[config.mk]
export PLATFORM = sky130hd
export DESIGN_NAME = catgame_sequencer_flat
export DESIGN_NICKNAME = d
export VERILOG_FILES = /design/src/rtl/catgame_pkg.sv /design/src/rtl/catgame_if.sv /design/src/rtl/catgame_lfsr.sv /design/src/rtl/catgame_sequencer.sv /design/src/flat_wrapper.sv
export SDC_FILE = /design/constraint.sdc
export NUM_CORES = 1
export LEC_CHECK = 0
export CAP_MARGIN = 20
export CORE_MARGIN = 2
export CORE_UTILIZATION = 45
export DETAILED_ROUTE_END_ITERATION = 10
export GPL_ROUTABILITY_DRIVEN = 0
export PLACE_DENSITY_LB_ADDON = 0.2
export SETUP_SLACK_MARGIN = 0.15
export SLEW_MARGIN = 10
export SYNTH_ARGS = -nofsm -noshare
export SYNTH_HDL_FRONTEND = slang
export SYNTH_SLANG_ARGS = --single-unit
[constraint.sdc]
create_clock -name clk -period 13 [get_ports clk]
set_input_delay 3.25 -clock clk [delete_from_list [all_inputs] [get_ports clk]]
set_output_delay 3.25 -clock clk [all_outputs]
set_load 0.01 [all_outputs]
[src/rtl/catgame_pkg.sv]
// Shared types and constants for the cat-trap game sequencer: cell codes, FSM
// states, board geometry and the default cat start position.
package catgame_pkg;

  localparam int GRID_N = 8;

  typedef logic [1:0] cell_t;

  localparam cell_t CELL_WHITE  = 2'd0;
  localparam cell_t CELL_GRAY   = 2'd1;
  localparam cell_t CELL_ORANGE = 2'd2;

  typedef enum logic [2:0] {
    ST_INIT,
    ST_PLAY,
    ST_CAT_EVAL,
    ST_CAT_MOVE,
    ST_WIN,
    ST_LOSE
  } state_t;

  localparam logic [2:0] EDGE_MAX  = 3'(GRID_N - 1);
  localparam logic [2:0] START_ROW = 3'd3;
  localparam logic [2:0] START_COL = 3'd3;

  // A cat standing on the border has escaped.
  function automatic logic on_edge(input logic [2:0] r, input logic [2:0] c);
    return (r == 3'd0) || (r == EDGE_MAX) || (c == 3'd0) || (c == EDGE_MAX);
  endfunction

endpackage

[src/rtl/catgame_if.sv]
// Button, display-read and status bundle between the game sequencer (slave)
// and whatever drives the buttons and scans the board (master).
interface catgame_if #(
  parameter int CNT_W = 8
) ();

  logic             btn_up;
  logic             btn_down;
  logic             btn_left;
  logic             btn_right;
  logic             btn_center;
  logic [2:0]       rd_row;
  logic [2:0]       rd_col;
  logic [1:0]       rd_cell;
  logic [2:0]       cursor_row;
  logic [2:0]       cursor_col;
  logic             game_win;
  logic             game_lose;
  logic             busy;
  logic [CNT_W-1:0] move_count;

  modport master (
    output btn_up, btn_down, btn_left, btn_right, btn_center, rd_row, rd_col,
    input  rd_cell, cursor_row, cursor_col, game_win, game_lose, busy, move_count
  );

  modport slave (
    input  btn_up, btn_down, btn_left, btn_right, btn_center, rd_row, rd_col,
    output rd_cell, cursor_row, cursor_col, game_win, game_lose, busy, move_count
  );

endinterface

[src/rtl/catgame_lfsr.sv]
// Free-running 16-bit Fibonacci LFSR (x^16+x^14+x^13+x^11+1) supplying the
// random cat start; only used when CATGAME_RANDOM_START_EN is defined.
module catgame_lfsr (
  input  logic       clk,
  input  logic       reset,
  output logic [1:0] o_lsb
);

  logic [15:0] r_state;
  logic        w_fb;

  assign w_fb  = r_state[15] ^ r_state[13] ^ r_state[12] ^ r_state[10];
  assign o_lsb = r_state[1:0];

  always_ff @(posedge clk or posedge reset) begin
    if (reset) r_state <= 16'hACE1;
    else       r_state <= {r_state[14:0], w_fb};
  end

endmodule

[src/rtl/catgame_sequencer.sv]
// Cat-trap game sequencer: 8x8 board, cursor, wall placement and cat AI.
// Optional macro CATGAME_RANDOM_START_EN randomises the cat start cell.
module catgame_sequencer #(
  parameter int GRID_N = catgame_pkg::GRID_N,
  parameter int CNT_W  = 8
) (
  input logic      clk,
  input logic      reset,
  catgame_if.slave bus
);
  import catgame_pkg::*;

  localparam int CELLS = GRID_N * GRID_N;

  state_t           r_state, w_state_nxt;
  cell_t            r_board [GRID_N][GRID_N];
  logic [6:0]       r_idx;
  logic [2:0]       r_cur_row, r_cur_col;
  logic [2:0]       r_cat_row, r_cat_col;
  logic [2:0]       r_tgt_row, r_tgt_col;
  logic [CNT_W-1:0] r_move_count;
  logic [2:0]       w_start_row, w_start_col;
  logic [2:0]       w_rp1, w_rm1, w_cp1, w_cm1;
  logic             w_free_dn, w_free_up, w_free_rt, w_free_lt, w_found;
  logic [2:0]       w_nb_row, w_nb_col;
  logic             w_init_done, w_place;
  logic             w_busy, w_win, w_lose;

`ifdef CATGAME_RANDOM_START_EN
  logic [1:0] w_rand;
  catgame_lfsr u_lfsr (.clk(clk), .reset(reset), .o_lsb(w_rand));
  assign w_start_row = START_ROW + {2'b00, w_rand[1]};
  assign w_start_col = START_COL + {2'b00, w_rand[0]};
`else
  assign w_start_row = START_ROW;
  assign w_start_col = START_COL;
`endif

  assign w_init_done = (r_idx == 7'(CELLS));
  assign w_place     = (r_state == ST_PLAY) && bus.btn_center &&
                       (r_board[r_cur_row][r_cur_col] == CELL_WHITE);

  // Wrapped neighbour indices are harmless: the edge test masks them out.
  assign w_rp1 = r_cat_row + 3'd1;
  assign w_rm1 = r_cat_row - 3'd1;
  assign w_cp1 = r_cat_col + 3'd1;
  assign w_cm1 = r_cat_col - 3'd1;
  assign w_free_dn = (r_cat_row != EDGE_MAX) && (r_board[w_rp1][r_cat_col] == CELL_WHITE);
  assign w_free_up = (r_cat_row != 3'd0)     && (r_board[w_rm1][r_cat_col] == CELL_WHITE);
  assign w_free_rt = (r_cat_col != EDGE_MAX) && (r_board[r_cat_row][w_cp1] == CELL_WHITE);
  assign w_free_lt = (r_cat_col != 3'd0)     && (r_board[r_cat_row][w_cm1] == CELL_WHITE);
  assign w_found   = w_free_dn | w_free_up | w_free_rt | w_free_lt;

  always_comb begin
    w_nb_row = r_cat_row;
    w_nb_col = r_cat_col;
    if (w_free_dn)      w_nb_row = w_rp1;
    else if (w_free_up) w_nb_row = w_rm1;
    else if (w_free_rt) w_nb_col = w_cp1;
    else if (w_free_lt) w_nb_col = w_cm1;
  end

  always_ff @(posedge clk or posedge reset) begin
    if (reset) r_state <= ST_INIT;
    else       r_state <= w_state_nxt;
  end

  always_comb begin
    w_state_nxt = r_state;
    case (r_state)
      ST_INIT:     if (w_init_done) w_state_nxt = ST_PLAY;
      ST_PLAY:     if (w_place) w_state_nxt = ST_CAT_EVAL;
      ST_CAT_EVAL: w_state_nxt = w_found ? ST_CAT_MOVE : ST_WIN;
      ST_CAT_MOVE: w_state_nxt = on_edge(r_tgt_row, r_tgt_col) ? ST_LOSE : ST_PLAY;
      ST_WIN,
      ST_LOSE:     if (bus.btn_center) w_state_nxt = ST_INIT;
      default:     w_state_nxt = ST_INIT;
    endcase
  end

  always_comb begin
    w_busy = 1'b0;
    w_win  = 1'b0;
    w_lose = 1'b0;
    case (r_state)
      ST_INIT, ST_CAT_EVAL, ST_CAT_MOVE: w_busy = 1'b1;
      ST_WIN:  w_win  = 1'b1;
      ST_LOSE: w_lose = 1'b1;
      default: ;
    endcase
  end

  always_ff @(posedge clk or posedge reset) begin
    if (reset) begin
      r_idx        <= '0;
      r_cur_row    <= '0;
      r_cur_col    <= '0;
      r_cat_row    <= START_ROW;
      r_cat_col    <= START_COL;
      r_tgt_row    <= '0;
      r_tgt_col    <= '0;
      r_move_count <= '0;
    end else begin
      case (r_state)
        ST_INIT: begin
          if (w_init_done) begin
            r_idx     <= '0;
            r_cat_row <= w_start_row;
            r_cat_col <= w_start_col;
          end else begin
            r_idx <= r_idx + 7'd1;
          end
        end
        ST_PLAY: begin
          // Center has top priority even when it lands on a non-white cell.
          if (!bus.btn_center) begin
            if (bus.btn_up) begin
              if (r_cur_row != 3'd0) r_cur_row <= r_cur_row - 3'd1;
            end else if (bus.btn_down) begin
              if (r_cur_row != EDGE_MAX) r_cur_row <= r_cur_row + 3'd1;
            end else if (bus.btn_left) begin
              if (r_cur_col != 3'd0) r_cur_col <= r_cur_col - 3'd1;
            end else if (bus.btn_right) begin
              if (r_cur_col != EDGE_MAX) r_cur_col <= r_cur_col + 3'd1;
            end
          end
        end
        ST_CAT_EVAL: begin
          r_tgt_row <= w_nb_row;
          r_tgt_col <= w_nb_col;
        end
        ST_CAT_MOVE: begin
          r_cat_row <= r_tgt_row;
          r_cat_col <= r_tgt_col;
          if (r_move_count != '1) r_move_count <= r_move_count + 1'b1;
        end
        ST_WIN, ST_LOSE: begin
          if (bus.btn_center) begin
            r_cur_row    <= '0;
            r_cur_col    <= '0;
            r_move_count <= '0;
          end
        end
        default: ;
      endcase
    end
  end

  // Board storage is uninitialised until INIT sweeps it.
  always_ff @(posedge clk) begin
    case (r_state)
      ST_INIT: begin
        if (w_init_done) r_board[w_start_row][w_start_col] <= CELL_ORANGE;
        else             r_board[r_idx[5:3]][r_idx[2:0]]   <= CELL_WHITE;
      end
      ST_PLAY: if (w_place) r_board[r_cur_row][r_cur_col] <= CELL_GRAY;
      ST_CAT_MOVE: begin
        r_board[r_cat_row][r_cat_col] <= CELL_WHITE;
        r_board[r_tgt_row][r_tgt_col] <= CELL_ORANGE;
      end
      default: ;
    endcase
  end

  assign bus.rd_cell    = r_board[bus.rd_row][bus.rd_col];
  assign bus.cursor_row = r_cur_row;
  assign bus.cursor_col = r_cur_col;
  assign bus.move_count = r_move_count;
  assign bus.busy       = w_busy;
  assign bus.game_win   = w_win;
  assign bus.game_lose  = w_lose;

endmodule
[src/flat_wrapper.sv]
// flat-port wrapper written by rule: the top's interface ports become plain ports
module catgame_sequencer_flat import catgame_pkg::*;
#(
  parameter int GRID_N = catgame_pkg::GRID_N,
  parameter int CNT_W  = 8
)
  (clk, reset, bus_btn_up, bus_btn_down, bus_btn_left, bus_btn_right, bus_btn_center, bus_rd_row, bus_rd_col, bus_rd_cell, bus_cursor_row, bus_cursor_col, bus_game_win, bus_game_lose, bus_busy, bus_move_count);
  catgame_if #(.CNT_W(CNT_W)) bus_i ();
  input logic clk;
  input logic reset;
  input wire logic [$bits(bus_i.btn_up)-1:0] bus_btn_up;
  input wire logic [$bits(bus_i.btn_down)-1:0] bus_btn_down;
  input wire logic [$bits(bus_i.btn_left)-1:0] bus_btn_left;
  input wire logic [$bits(bus_i.btn_right)-1:0] bus_btn_right;
  input wire logic [$bits(bus_i.btn_center)-1:0] bus_btn_center;
  input wire logic [$bits(bus_i.rd_row)-1:0] bus_rd_row;
  input wire logic [$bits(bus_i.rd_col)-1:0] bus_rd_col;
  output wire logic [$bits(bus_i.rd_cell)-1:0] bus_rd_cell;
  output wire logic [$bits(bus_i.cursor_row)-1:0] bus_cursor_row;
  output wire logic [$bits(bus_i.cursor_col)-1:0] bus_cursor_col;
  output wire logic [$bits(bus_i.game_win)-1:0] bus_game_win;
  output wire logic [$bits(bus_i.game_lose)-1:0] bus_game_lose;
  output wire logic [$bits(bus_i.busy)-1:0] bus_busy;
  output wire logic [$bits(bus_i.move_count)-1:0] bus_move_count;
  assign bus_i.btn_up = bus_btn_up;
  assign bus_i.btn_down = bus_btn_down;
  assign bus_i.btn_left = bus_btn_left;
  assign bus_i.btn_right = bus_btn_right;
  assign bus_i.btn_center = bus_btn_center;
  assign bus_i.rd_row = bus_rd_row;
  assign bus_i.rd_col = bus_rd_col;
  assign bus_rd_cell = bus_i.rd_cell;
  assign bus_cursor_row = bus_i.cursor_row;
  assign bus_cursor_col = bus_i.cursor_col;
  assign bus_game_win = bus_i.game_win;
  assign bus_game_lose = bus_i.game_lose;
  assign bus_busy = bus_i.busy;
  assign bus_move_count = bus_i.move_count;
  catgame_sequencer #(.GRID_N(GRID_N), .CNT_W(CNT_W)) u_core (.clk(clk), .reset(reset), .bus(bus_i));
endmodule
== Word-level counts from Yosys, hierarchy flattened ==
Memory sizes are Yosys's and may differ from the RTL's.
Index checks and enable logic that the tools add are counted.
Word-level totals
  flip-flop bits (word level): 36
  latch bits: 0
  bits in writable memories: 128
  memory bits (read-only): 0
  bits of input ports: 13
  output and inout port bits: 19
  word-level logic and storage cells: 188
  memories: 1
Memories
  u_core.r_board: depth 8, width 16, read ports 5, clocked after memory_dff 0, wr ports 2, RTL line catgame_sequencer.sv:16  | cell_t r_board [GRID_N][GRID_N];
Operators by class
  add/sub/neg operators: 10
  multipliers: 0
  divide/modulo/power cells: 0
  magnitude comparators: 11
  eq/ne operators: 26
  shift-type cells: 0
  muxes and demuxes: 83
  bitwise logic cells: 10
  reductions and logical operators: 38
Operator list (count)
  $mux W16: 10
  $mux W3: 27
  $reduce_or A16 Y1: 3
  $bmux W2 S3: 6
  $mux W2: 16
  $ne A3 B3 Y1 const B: 10
  $ge A4 B4 Y1 const B: 7
  $not A3 Y4: 7
  $demux W2 S3: 4
  $pmux W3 S2: 4
  $lt A4 B1 Y1 const B: 4
  $mux W8: 2
  $pmux W8 S2: 1
  $pmux W3 S5: 1
  $add A3 B1 Y3 const B: 4
  $eq A3 B3 Y1 const B: 4
  $reduce_bool A3 Y1: 4
  $sub A3 B1 Y3 const B: 4
  $mux W1: 11
  $logic_and A1 B1 Y1: 10
  $logic_not A2 Y1: 5
  $logic_not A3 Y1: 3
  $add A8 B1 Y8 const B: 1
  $ne A2 B2 Y1 const B: 4
  16 further kinds: 26

== Logic depth before layout (Yosys ltp) ==
Gate-level depths: netlist (run 1).
  depth in word-level cells: 12
  gate-level depth with buffers: 14
  gate-level depth less buffers: 11

== Worst setup path before layout (run 1) ==
No wires, ideal clock.
  path kind: input -> output
  from: input port bus_rd_row[0]
  to: output port bus_rd_cell[1]
  arrival time: 5517 ps
  data required time: 9750 ps
  path slack: 4233 ps
  stages on the path: 5
  path buffers: 2
  cells stage by stage: clkbuf_1 buf_1 mux4_2 mux4_2 mux4_2
On the way
  word-level cells in the longest chain between the ends: 4
RTL lines
  start: declaration: RTL line flat_wrapper.sv:16  | input wire logic [$bits(bus_i.rd_row)-1:0] bus_rd_row;
  $mem_v2 Z8 W16
  $bmux W2 S3: RTL line catgame_sequencer.sv:165  | assign bus.rd_cell = r_board[bus.rd_row][bus.rd_col];
  $mux W2 (not written as such) (2 in a row): RTL line catgame_sequencer.sv:165
  end: declaration: RTL line flat_wrapper.sv:18  | output wire logic [$bits(bus_i.rd_cell)-1:0] bus_rd_cell;
Every way passes these cells. The select of a mux whose other input is x is not followed.

== Worst setup path after layout (run 1) ==
  from: input port bus_rd_row[1]
  to: output port bus_rd_cell[0]
The elaborated chain is that of the path after synthesis.

==> results of run 1 <==
[power groups by stage]
stage | Combinational [mW] | Clock [mW] | Sequential (mW)
6_report | 0.0508 | 0.510 | 0.506
5_1_grt | 0.0538 | 0.532 | 0.506
4_1_cts | 0.0500 | 0.513 | 0.506
3_5_place_dp | 0.0498 | 0 | 0.517
3_3_place_gp | 0.0494 | 0 | 0.517
2_1_floorplan | 0.0327 | 0 | 0.518
[kinds of logic after synthesis]
logic type	after synthesis
AND/OR/NAND/NOR	484
AO/OA/AOI/OAI	306
flip-flops	164
multiplexers	154
buffers and inverters	115
XOR/XNOR	15
adder cells (fa/ha/maj)	13
[worst min-delay path, stage by stage, from the launching register on]
cell	delay [ns]
dfxtp_1	0.32
inv_1	0.05
o21ai_0	0.07
[area by class of cell]
cell class | instances | area (um^2)
clock buffers | 20 | 468
flip-flops and latches | 164 | 3470
fillers | 2282 | 12100
clock inverters | 12 | 109
repair buffers | 48 | 433
multi-input cells | 972 | 7130
well taps | 324 | 405
inverters | 25 | 93.8
[routing by layer]
layer  vias to the layer above  track usage
met1                      5196        0.426
li1                       4637            -
met3                       134       0.0976
met2                       765        0.468
met5                         -            0
met4                         0        0.149
[stage by stage]
step                setup slack, ns  area [um^2]  std cells
floorplan                      4.23        11000       1251
global placement               3.59        11500       1533
detailed placement             3.54        11500       1533
CTS                            3.54        12100       1565
global route                   3.43        12100       1565
finish                         3.54        12100       1565
[cell usage in the layout, fill, tap and decap left out, drive strengths merged, types with 5 or more instances in the layout]
| cell type | Yosys | final |
|---|---|---|
| a21oi | 70 | 70 |
| a221oi | 14 | 14 |
| a22o | 52 | 52 |
| a22oi | 15 | 15 |
| and2 | 6 | 6 |
| and3 | 8 | 8 |
| buf | 34 | 18 |
| clkbuf | 56 | 20 |
| clkdlybuf4s50 | 0 | 30 |
| dfrtp | 32 | 32 |
| dfxtp | 128 | 128 |
| ha | 11 | 11 |
| inv | 24 | 31 |
| mux2i | 86 | 86 |
| mux4 | 66 | 66 |
| nand2 | 182 | 182 |
| nand2b | 7 | 7 |
| nand3 | 38 | 38 |
| nand3b | 7 | 7 |
| nand4 | 16 | 16 |
| nor2 | 104 | 104 |
| nor2b | 12 | 12 |
| nor3 | 55 | 55 |
| nor3b | 22 | 22 |
| nor4 | 11 | 11 |
| o211ai | 7 | 7 |
| o21ai | 85 | 85 |
| o22ai | 5 | 5 |
| o2bb2ai | 9 | 9 |
| or3 | 7 | 7 |
| xnor2 | 9 | 9 |
| xor2 | 6 | 6 |
[worst paths after layout]
| check | slack (ns) | endpoint | cells after the start | from |
|---|---|---|---|---|
| worst max-delay path | 3.54 | bus_rd_cell[0] | 6 | bus_rd_row[1] |
| worst min-delay path | 0.49 | u_core.r_board[6][3]$_DFF_P_ | 2 | u_core.r_board[6][3]$_DFF_P_ |
| max in group asynchronous | 9.41 | u_core.r_cat_row[1]$_DFFE_PP1P_ | 3 | reset |
| worst max register to register | 7.69 | u_core.r_tgt_col[1]$_DFFE_PP0N_ | 12 | u_core.r_cat_row[0]$_DFFE_PP1P_ |
| min in group asynchronous | 3.21 | u_core.bus.move_count[5]$_DFFE_PP0P_ | 3 | reset |
| worst min register to register | 0.49 | u_core.r_board[6][3]$_DFF_P_ | 2 | u_core.r_board[6][3]$_DFF_P_ |
[flip-flops by register name, summed over array words and instances, names as in the netlist]
signal,flops
u_core.r_idx,7
u_core.r_state,3
u_core.bus.cursor_col,3
u_core.r_tgt_col,3
u_core.r_tgt_row,3
u_core.bus.cursor_row,3
u_core.bus.move_count,8
u_core.r_cat_col,3
u_core.r_cat_row,3
u_core.r_board,128
==> flow_summary.ini, run 1 <==
[synthesis]
yosys_warnings = 0
synthCells = 1251
synth_edf_count = 0
syn_area_um2 = 11000
muxShareOfSynthArea = 0.215
yosys.cell_types.count = 79
yosysTopAreaCell = dfxtp_1
synth_area_leaders = dfxtp_1 23%, mux4_2 13%, mux2i_1 7.8%
syn_avg_cell_area_um2 = 8.83
synth_top_cells_by_count = 182 x nand2_1, 128 x dfxtp_1, 103 x nor2_1, 86 x mux2i_1, 80 x o21ai_0
synth_top_family_by_area = multiplexers
synth_nets = 1277
yosys.area_share.adder = 0.0161
synth_simple_gate_area_share = 0.207
yosysSeqAreaShare = 0.314
synth.top_cell.area_share = 0.232
synth_flop_cell = dfxtp_1
synth_most_common_cell = nand2_1
async_flop_share = 0.220
synthXorXnorAreaFrac = 0.0126
synth-compound-area-share = 0.191
ys_ff_latch = 164

[power]
power_frac_seq = 0.474
internal-power_mw = 0.795
p_leak_nw = 4.68
swShare = 0.255
p_comb_frac = 0.048
p_switching_mw = 0.272
power.total_mw = 1.07
ir_drop_v = 0.0000703
pwr-share-clk = 0.478
power_density_nw_per_um2 = 88.1

[min_path]
hold_class = register to register

[critical_path]
worstSetupPathType = input pin to output pin
critPathMaxStageDelay_ns = 0.56
cp_common_cell = mux4_2
cp_cell_sequence = clkdlybuf4s50_1, buf_4, mux4_2, mux4_2, mux4_2, clkdlybuf4s50_1
crit_family = multiplexers
path_buf_inv = 3
worstPathRequired_ns = 9.75
crit_arrival_ns = 6.21
slowest_stage = mux4_2
startpoint_type = input pin
crit_path_max_fanout = 32
endpoint_kind = output pin

[timing]
min_period_over_period = 0.728
rsz0062_at_grt = no
maxSlewViolCount = 0
fmax_mhz = 106
slew_headroom = 0.253
tns_ns = 0
min_period_ns = 9.46
tightest_slew_ns = 1.12
worst_clock_skew_ns = 0.0136
timing.hold.ws_ns = 0.491
hold_violations = 0
setup_viol = 0

[global_routing]
antenna_found_initial = 0
grt_usage = 0.317
grt_pass1_vias = 9997
globalRoute.totalOverflow = 0
grt_pass1_wl_um = 62200
grt_start_max_net_pins = 77

[detailed_routing]
met1_length_um = 16100
dr_wl_met3_um = 5230
antenna_left = 0
route.detailed.drc = 0
avgRoutedWirePerCell_um = 26.2
drt-vias-per-instance = 6.86
drt_wl_total_um = 41000
highest_layer = met4
vias = 10700
wl_met2_um = 17600
drtPass1Iterations = 9
drt_iter0_drc = 1670

[clock_network]
cts_tree = built
numCtsBuffers = 17
postCtsSetupRepairBufs = 0
path_clk_slew_ns = 0.07
cts_resized = 0
cts_hold_buf = 0
clock_path_buffers = 2
clock_sinks = 164
htree_levels = 4
ctsRootBufferMaster = clkbuf_16
clock_latency_ns = 0.44

[die]
ios = 32
dieArea_um2 = 25800
start_util = 0.457
fp.dieW_um = 161
coreArea_um2 = 24200
rows = 57
die-height_um = 161

[finish]
nets = 1254
fin_util = 0.501
drive_gt1_frac = 0.122
area_delta_synth_final_pct = 9.63
diodes = 0

[flow_run]
drv_cap = 0

[place]
io_buffer_count = 31
dpl.hpwl_um = 29400

[status]
outcome = finished clean
Note: power is estimated with default switching activity, not from simulation.
==> run 2: changes to the inputs <==
==> constraint.sdc (replaced) <==
create_clock -name clk -period 7.9 [get_ports clk]
set_input_delay 1.975 -clock clk [delete_from_list [all_inputs] [get_ports clk]]
set_output_delay 1.975 -clock clk [all_outputs]
set_load 0.01 [all_outputs]
==> run 2 against run 1 <==
The flow now finishes with violations (design-rule violations). Routed wire length is 0.44% higher. Critical endpoint is now bus_rd_cell[1]. Sequential share of layout area is 0.11 points lower. Non-clock buffer count is 2 higher. Total power is 69% higher.
==> flow_summary.ini, run 2 (same netlist as run 1, synthesis figures left out) <==
[clock_network]
clock_latency_ns = 0.46
numCtsBuffers = 17
postCtsSetupRepairBufs = 0
cts_tree = built
cts_resized = 0
cts_hold_buf = 0
clock_path_buffers = 2
path_clk_slew_ns = 0.07
ctsRootBufferMaster = clkbuf_16
clock_sinks = 164
htree_levels = 4

[critical_path]
worstPathRequired_ns = 5.93
crit_arrival_ns = 5.19
worstSetupPathType = input pin to output pin
startpoint_type = input pin
crit_path_max_fanout = 18
endpoint_kind = output pin

[global_routing]
met2_usage = 0.470
use_met3 = 0.0878
grt_usage = 0.320
top_usage_layer = met2
gr-usage-met1 = 0.430
globalRoute.totalOverflow = 0
grt_pass1_vias = 10100
grt_start_max_net_pins = 76
grt_pass1_wl_um = 62400
antenna_found_initial = 0

[place]
dpl.hpwl_um = 29500
pre_cts_slack_ns = 0.751
io_buffer_count = 31
placed_cells = 1534

[timing]
fmax_mhz = 140
tns_ns = 0
tightest_slew_ns = 1.20
hold_violations = 0
slew_headroom = 0.201
maxSlewViolCount = 0
worst_clock_skew_ns = 0.0190
rsz0062_at_grt = no
min_period_ns = 7.16
setup_viol = 0
min_period_over_period = 0.907
postLayoutSetupSlackWorst_ns = 0.737

[power]
ir_drop_v = 0.000129
p_leak_nw = 4.72
power_density_nw_per_um2 = 148

[finish]
fillerInstances = 2299
largest_register = u_core.r_board
largest_reg_flops = 128
area_delta_synth_final_pct = 10.1
post_layout_nonfiller_instances = 1567
layout.cells.most_common = nand2_1
final_cell_mix = 182 x nand2_1, 128 x dfxtp_1, 103 x nor2_1, 86 x mux2i_1, 80 x o21ai_0
nets = 1256
diodes = 0
drive_gt1_frac = 0.125

[detailed_routing]
route.detailed.drc = 2
drt_iter0_drc = 1593
vias = 10800
antenna_left = 0
drt-vias-per-instance = 6.89
drt_wl_total_um = 41200
avgRoutedWirePerCell_um = 26.3
drtPass1Iterations = 10

[status]
outcome = finished with violations
failed_checks = design-rule violations

[flow_run]
drv_cap = 0

[die]
ios = 32
coreArea_um2 = 24200
rows = 57
start_util = 0.457
fp.dieW_um = 161
dieArea_um2 = 25800
die-height_um = 161

[min_path]
hold_class = register to register
run 2: changes by cell type in the layout (fill, tap and decap cells not counted), sizes merged:
| cell | before | now |
|---|---|---|
| buf | 18 | 20 |
| clkinvlp | 3 | 1 |
| clkinv | 3 | 4 |
| bufinv | 0 | 1 |
run 2: worst max-delay path: stages:
cell and delay, ns:
clkdlybuf4s50_1 0.94, buf_4 0.40, mux4_2 0.35, mux4_2 0.52, mux4_2 0.49, clkdlybuf4s50_1 0.49
run 2: layer usage:
layer,wire length [um],part of all wire
met1,16600,0.40
met2,17400,0.42
met3,4620,0.11
met4,2480,0.060
met5,0,0
run 2: report_power, final:
part | total [mW] | internal, mW | switching [mW]
registers | 0.838 | 0.831 | 0.00771
logic | 0.0787 | 0.0362 | 0.0425
clock network | 0.886 | 0.482 | 0.403
run 2: final cells by class:
cell class | count | area [um^2] | area share
Tap cell | 324 | 405 | 0.0334
Clock buffer | 20 | 478 | 0.0393
Sequential cell | 164 | 3470 | 0.286
Timing Repair Buffer | 50 | 448 | 0.0369
Clock inverter | 12 | 131 | 0.0108
Inverter | 25 | 93.8 | 0.00772
Multi-Input combinational cell | 972 | 7130 | 0.586
run 2: final timing paths:
kind	startpoint	endpoint	slack [ns]	cells past startpoint
max	bus_rd_row[1]	bus_rd_cell[1]	0.74	6
min	u_core.r_board[6][2]$_SDFFE_PP0P_	u_core.r_board[6][2]$_SDFFE_PP0P_	0.49	2
max reg2reg	u_core.bus.cursor_row[1]$_DFFE_PP0P_	u_core.r_board[3][9]$_DFF_P_	2.55	10
min reg2reg	u_core.r_board[6][2]$_SDFFE_PP0P_	u_core.r_board[6][2]$_SDFFE_PP0P_	0.49	2
max in group asynchronous	reset	u_core.r_cat_col[1]$_DFFE_PP1P_	5.61	3
min in group asynchronous	reset	u_core.bus.cursor_row[2]$_DFFE_PP0P_	1.93	3
run 2: metrics by stage:
step	power [mW]	cell area [um^2]	utilization	hold slack (ns)
final	1.80	12200	0.503	0.488
after global routing	1.85	12200	0.503	0.506
after CTS	1.81	12100	0.502	0.484
after detailed placement	0.934	11500	0.477	0.474
after global placement	0.933	11500	0.477	0.472
after floorplan	0.906	11000	-	0.446
